`src/rtl/muldiv_pkg.sv`:
```
// Shared encodings and sizing helpers for the multiply/divide sequencer.
package muldiv_pkg;

  typedef enum logic [1:0] {
    IDLE = 2'd0,
    MULT = 2'd1,
    DIV  = 2'd2,
    DONE = 2'd3
  } state_e;

  localparam logic OP_MULT = 1'b0;
  localparam logic OP_DIV  = 1'b1;

  // Iteration counter width: must hold 0..ITER-1 with one bit of headroom.
  function automatic int cnt_width(input int iter);
    return $clog2(iter) + 1;
  endfunction

  localparam int CNT_W = cnt_width(32);

endpackage

```
`src/rtl/muldiv_seq_div_step.sv`:
```
// One restoring-division iteration on unsigned magnitudes.
module div_step #(
  parameter int WIDTH = 32
) (
  input  logic [WIDTH-1:0] rem_i,
  input  logic [WIDTH-1:0] quo_i,
  input  logic [WIDTH-1:0] div_i,
  output logic [WIDTH-1:0] rem_o,
  output logic [WIDTH-1:0] quo_o
);

  // Remainder shifted left with the next dividend bit; one extra bit so the
  // trial subtraction's borrow shows up in the MSB.
  logic [WIDTH:0] shifted;
  logic [WIDTH:0] diff;
  logic           fits;

  assign shifted = {rem_i, quo_i[WIDTH-1]};
  assign diff    = shifted - {1'b0, div_i};
  assign fits    = ~diff[WIDTH];

  // When the divisor does not fit, shifted < divisor < 2^WIDTH, so dropping
  // the top bit of the restored value loses nothing.
  assign rem_o = fits ? diff[WIDTH-1:0] : shifted[WIDTH-1:0];
  assign quo_o = {quo_i[WIDTH-2:0], fits};

endmodule

```
`src/rtl/muldiv_seq.sv`:
```
// Iterative signed MULT/DIV unit owning HI/LO. Booth radix-2 multiply and
// restoring divide, one step per clock. All status outputs are registered and
// trail the state register by one cycle.
module muldiv_seq
  import muldiv_pkg::*;
#(
  parameter int WIDTH = 32,
  parameter int ITER  = WIDTH
) (
  input  logic             clock,
  input  logic             reset,
  input  logic             start,
  input  logic             op,
  input  logic [WIDTH-1:0] a_in,
  input  logic [WIDTH-1:0] b_in,
  output logic             busy,
  output logic             done,
  output logic             div_zero,
  output logic             hi_lo_write,
  output logic [WIDTH-1:0] hi_out,
  output logic [WIDTH-1:0] lo_out
);

  localparam int CW = cnt_width(ITER);
  localparam int AW = 2*WIDTH + 1;

  state_e           state_q;
  logic [CW-1:0]    cnt_q;
  logic             op_q;
  logic             dz_q;
  logic             qneg_q;
  logic             rneg_q;
  logic [WIDTH-1:0] opnd_q;     // multiplicand (MULT) or |divisor| (DIV)
  logic [AW-1:0]    acc_q;      // MULT: {A, Q, q-1}; DIV: {-, rem, quo}
  logic [AW-1:0]    acc_d;
  logic             busy_q, done_q, div_zero_q, hlw_q;
  logic [WIDTH-1:0] hi_q, lo_q;

  logic [WIDTH-1:0] a_mag, b_mag;
  logic [WIDTH:0]   upper_ext, m_ext, booth_sum;
  logic [AW-1:0]    booth_nxt;
  logic [WIDTH-1:0] rem_nxt, quo_nxt;
  logic [WIDTH-1:0] quo_res, rem_res;

  assign a_mag = a_in[WIDTH-1] ? -a_in : a_in;
  assign b_mag = b_in[WIDTH-1] ? -b_in : b_in;

  // Booth step: add/sub in WIDTH+1 bits so the most negative multiplicand
  // cannot overflow A before the arithmetic shift.
  always_comb begin
    upper_ext = {acc_q[AW-1], acc_q[AW-1:WIDTH+1]};
    m_ext     = {opnd_q[WIDTH-1], opnd_q};
    case (acc_q[1:0])
      2'b01:   booth_sum = upper_ext + m_ext;
      2'b10:   booth_sum = upper_ext - m_ext;
      default: booth_sum = upper_ext;
    endcase
    booth_nxt = {booth_sum, acc_q[WIDTH:1]};
  end

  div_step #(.WIDTH(WIDTH)) u_div_step (
    .rem_i (acc_q[2*WIDTH-1:WIDTH]),
    .quo_i (acc_q[WIDTH-1:0]),
    .div_i (opnd_q),
    .rem_o (rem_nxt),
    .quo_o (quo_nxt)
  );

  // Sign fix-up of the magnitude results, applied when HI/LO are written.
  always_comb begin
    quo_res = qneg_q ? -acc_q[WIDTH-1:0]       : acc_q[WIDTH-1:0];
    rem_res = rneg_q ? -acc_q[2*WIDTH-1:WIDTH] : acc_q[2*WIDTH-1:WIDTH];
  end

  // Accumulator next value: load on accept, one step per MULT/DIV cycle.
  always_comb begin
    acc_d = acc_q;
    case (state_q)
      IDLE: if (start) begin
        if (op == OP_MULT) acc_d = {{WIDTH{1'b0}}, b_in, 1'b0};
        else               acc_d = {1'b0, {WIDTH{1'b0}}, a_mag};
      end
      MULT:    acc_d = booth_nxt;
      DIV:     acc_d = {1'b0, rem_nxt, quo_nxt};
      default: acc_d = acc_q;
    endcase
  end

  // Control FSM with registered status outputs and the HI/LO registers.
  always_ff @(posedge clock or negedge reset) begin
    if (!reset) begin
      state_q    <= IDLE;
      cnt_q      <= '0;
      op_q       <= 1'b0;
      dz_q       <= 1'b0;
      qneg_q     <= 1'b0;
      rneg_q     <= 1'b0;
      opnd_q     <= '0;
      acc_q      <= '0;
      busy_q     <= 1'b0;
      done_q     <= 1'b0;
      div_zero_q <= 1'b0;
      hlw_q      <= 1'b0;
      hi_q       <= '0;
      lo_q       <= '0;
    end else begin
      acc_q      <= acc_d;
      busy_q     <= (state_q != IDLE);
      done_q     <= (state_q == DONE);
      div_zero_q <= (state_q == DONE) &&  dz_q;
      hlw_q      <= (state_q == DONE) && !dz_q;
      case (state_q)
        IDLE: if (start) begin
          op_q  <= op;
          cnt_q <= '0;
          dz_q  <= 1'b0;
          if (op == OP_MULT) begin
            opnd_q  <= a_in;
            state_q <= MULT;
          end else begin
            opnd_q <= b_mag;
            qneg_q <= a_in[WIDTH-1] ^ b_in[WIDTH-1];
            rneg_q <= a_in[WIDTH-1];
            if (b_in == '0) begin
              dz_q    <= 1'b1;
              state_q <= DONE;
            end else begin
              state_q <= DIV;
            end
          end
        end
        MULT, DIV: begin
          cnt_q <= cnt_q + 1'b1;
          if (cnt_q == CW'(ITER-1)) state_q <= DONE;
        end
        DONE: begin
          if (!dz_q) begin
            if (op_q == OP_MULT) begin
              hi_q <= acc_q[AW-1:WIDTH+1];
              lo_q <= acc_q[WIDTH:1];
            end else begin
              hi_q <= rem_res;
              lo_q <= quo_res;
            end
          end
          state_q <= IDLE;
        end
        default: state_q <= IDLE;
      endcase
    end
  end

  assign busy        = busy_q;
  assign done        = done_q;
  assign div_zero    = div_zero_q;
  assign hi_lo_write = hlw_q;
  assign hi_out      = hi_q;
  assign lo_out      = lo_q;

endmodule
```
`config.mk`:
```
export PLATFORM = sky130hd
export DESIGN_NAME = muldiv_seq
export DESIGN_NICKNAME = d
export VERILOG_FILES = /design/src/rtl/muldiv_pkg.sv /design/src/rtl/muldiv_seq_div_step.sv /design/src/rtl/muldiv_seq.sv
export SDC_FILE = /design/constraint.sdc
export NUM_CORES = 1
export LEC_CHECK = 0
export CAP_MARGIN = 20
export CELL_PAD_IN_SITES_DETAIL_PLACEMENT = 0
export CELL_PAD_IN_SITES_GLOBAL_PLACEMENT = 1
export CORE_UTILIZATION = 33
export DETAILED_ROUTE_END_ITERATION = 16
export PLACE_DENSITY = 0.6
export SYNTH_ARGS = -nofsm -noshare
export SYNTH_HDL_FRONTEND = slang
export SYNTH_SLANG_ARGS = --single-unit
```
`constraint.sdc`:
```
create_clock -name clock -period 5.5 [get_ports clock]
set_input_delay 1.1 -clock clock [delete_from_list [all_inputs] [get_ports clock]]
set_output_delay 1.1 -clock clock [all_outputs]
set_load 0.005 [all_outputs]
```
==> results.md <==
* Status: completed
* Final setup viols at 0
* Share of cells above drive strength 1 at 0.0539
* Area growth, synth to finish at 15.8%
* Peak supply drop at 0.401 mV
* Total track usage at 0.247
* EDFF count, synth at 0
* CP arrival at 5.31 ns
* Layout Cell Area excl Fill at approximately 18000 sq um
* Port bufs at 135
* Area after DPL at 17800 sq um
* Slew headroom at 0.313
* Distinct cells, synth at 70
* Vias in the first global route at 14600
* Number of fill cells in the layout at 4961
* Metal2 WL at 25300 microns
* Vias after detailed routing at 15400
* Largest net degree at the start of global routing at 110
* Initial DRC count at 1248
* Fin util at 0.386
* Post-Route WL at 60400 microns
* Vias per Instance at 5.61
* Antenna Nets Post-Route at 0
* Sequential element share of the synthesized area at 0.279
* Die span in y at ~220 microns
* # IOs at 136
* Crit path max fanout at 9
* Number of CTS-inserted buffers at 17
* ANT cells at 0
* Post-CTS resize count at 0
* Pwr Density at roughly 750 nW/um^2
* CP Capture Type: register
* Final min period at approximately 5.0 ns
* Global route overflow at 0
* Synth Register Bits at 177
* # nets final at about 2300
* Top metal layer carrying routed signals: met4
* Slew Limit Fails at 0
* RSZ-0062 raised after global routing: no
* Worst min path class: reg2reg
* Synth Area per Inst at 7.66 sq um
* Worst Path Required at 5.85 ns
* Core area at 47600 sq um
* Setup TNS at 0 ns
* Max_cap viols at 0
* Residual DRC at 0
* Top_reg_cell synth: dfrtp_1
* Setup CP Type: reg2reg
* Clock root buffer: clkbuf_16
* CTS tree: yes
* Critical Path Source Type: register
* Syn nets at roughly 2200
* Routed wire per std cell at 22.0 microns
* Met1 wire length at approximately 30000 microns
* CTS sink count at 177
* Worst Skew at 0.0151 ns
* Initial Util at 0.334
* First-pass GRT wire length at 92200 microns
* Fin. Hold Viols at 0
* Setup repair bufs after CTS at 0
* Hold Slack at 0.479 ns
* Met3 wire len at 3510 microns
* Period utilization at 0.902
* TritonRoute pass-1 iters at 5
* Final Non-Filler Cells at 2749
* Reg clk slew, reported paths at approximately 0.080 ns
* Rows at 80
* Die area at ~49000 sq um
* Asr flop ratio synth at 1.00
* Post-Place Cells at 2717
* Post-Synthesis Cells at 2074
* Pleak at 7.67 nW
* Clock Latency Late Sink at about 0.49 ns
* Number of hold buffers added after cts at 0
* Initial antenna violation count at 0
* Cell Area, Synth at 15900 sq um
* Die span in x at 221 microns
* Clk buf depth at 2
* Worst-margin pin slew at between 1 and 1.5 ns
* H-tree depth at 4
* Synth warnings at 0
* DP HPWL at 46700 microns
* F_max at 202 MHz
* GPL Wtd Cong at 0.916
[where the power goes]
part	internal, mW	switching (mW)
registers	1.87	0.991
logic	3.85	5.89
clock network	0.651	0.629
[critical path, cell delays in order (launching register included)]
cell and delay (ns):
dfrtp_1 0.43, or4_1 0.58, nor4_1 0.47, and4_1 0.33, and2_1 0.14, buf_4 0.18
a21oi_1 0.10, xnor2_1 0.16, ha_1 0.44, nand2_1 0.11, o211ai_1 0.26, a41oi_1 0.15
a21oi_1 0.12, a21bo_2 0.27, o31ai_1 0.48, xor2_1 0.13, a222oi_1 0.35, o21ai_0 0.13
[final cells by class]
cell class	instances	area, sq um	area share
clock buffers	18	439	0.0239
clock inverters	13	144	0.00782
inverters	62	233	0.0126
multi-input cells	1685	10700	0.581
flip-flops and latches	177	4430	0.241
well taps	615	769	0.0418
repair buffers	179	1690	0.0919
[state kept, by name, indices dropped and copies added (netlist names), 2 cells and up]
name     count
opnd_q      32
lo_out      32
state_q      2
cnt_q        6
hi_out      32
acc_q       65
[cells by family after synthesis]
logic type,count (synthesis),synth area share
AO/OA/AOI/OAI,705,0.274
XOR/XNOR,202,0.111
adder cells (fa/ha/maj),77,0.0616
buffers and inverters,212,0.0505
flip-flops,177,0.279
multiplexers,57,0.0368
AND/OR/NAND/NOR,644,0.187
[metal layers]
layer | up-vias | track usage
li1 | 7572 | -
met1 | 7355 | 0.370
met2 | 432 | 0.359
met3 | 53 | 0.0429
met4 | 0 | 0.0710
met5 | - | 0
[per-stage QoR]
| step | setup slack, ns | total power [mW] |
|---|---|---|
| 2_1_floorplan | 1.11 | 9.19 |
| 5_1_grt | 0.135 | 15.1 |
| 3_5_place_dp | 0.633 | 12.5 |
| 4_1_cts | 0.613 | 13.8 |
| 3_3_place_gp | 0.712 | 12.5 |
| 6_report | 0.538 | 13.9 |
[final timing paths]
check / start / end / slack (ns) / cells after the start
max in group asynchronous: reset / opnd_q[2] / 3.73 / 2
min in group asynchronous: reset / hi_out[20] / 0.69 / 1
min: hi_out[5] / hi_out[5] / 0.48 / 2
min reg2reg: hi_out[5] / hi_out[5] / 0.48 / 2
max: opnd_q[3] / acc_q[60] / 0.54 / 17
max reg2reg: opnd_q[3] / acc_q[60] / 0.54 / 17
[cells in the final DEF (no fill, tap or decap), types with 11 or more instances in the layout]
master	Yosys	routed
nor2_1	103	102
o41ai_1	15	15
or4_1	12	12
o21a_1	13	13
a31oi_1	32	32
a21o_1	31	31
nor2b_1	15	14
nor3_1	39	39
nand4_1	20	20
buf_4	0	43
dfrtp_1	177	176
nand3_1	32	32
a21oi_1	130	130
clkdlybuf4s50_1	0	133
mux2i_1	46	46
o31ai_1	30	29
o21ai_0	296	296
mux2_2	11	11
o211ai_1	19	19
clkbuf_16	0	17
and3_1	20	20
nor4_1	16	16
or3_1	23	23
nand2_1	316	315
xor2_1	103	103
ha_1	75	75
xnor2_1	99	99
a211oi_1	30	30
inv_1	62	62
a221oi_1	27	27
[Yosys cell counts (32+ instances only)]
cell type	number	share of area
a21oi_1	130	0.041
a31oi_1	32	0.013
clkbuf_1	134	0.032
dfrtp_1	177	0.28
ha_1	75	0.059
inv_1	62	0.015
mux2i_1	46	0.029
nand2_1	316	0.075
nand3_1	32	0.010
nor2_1	103	0.024
nor3_1	39	0.012
o21ai_0	296	0.093
xnor2_1	99	0.055
xor2_1	103	0.057
No activity file was read; power rests on OpenSTA's default activity.
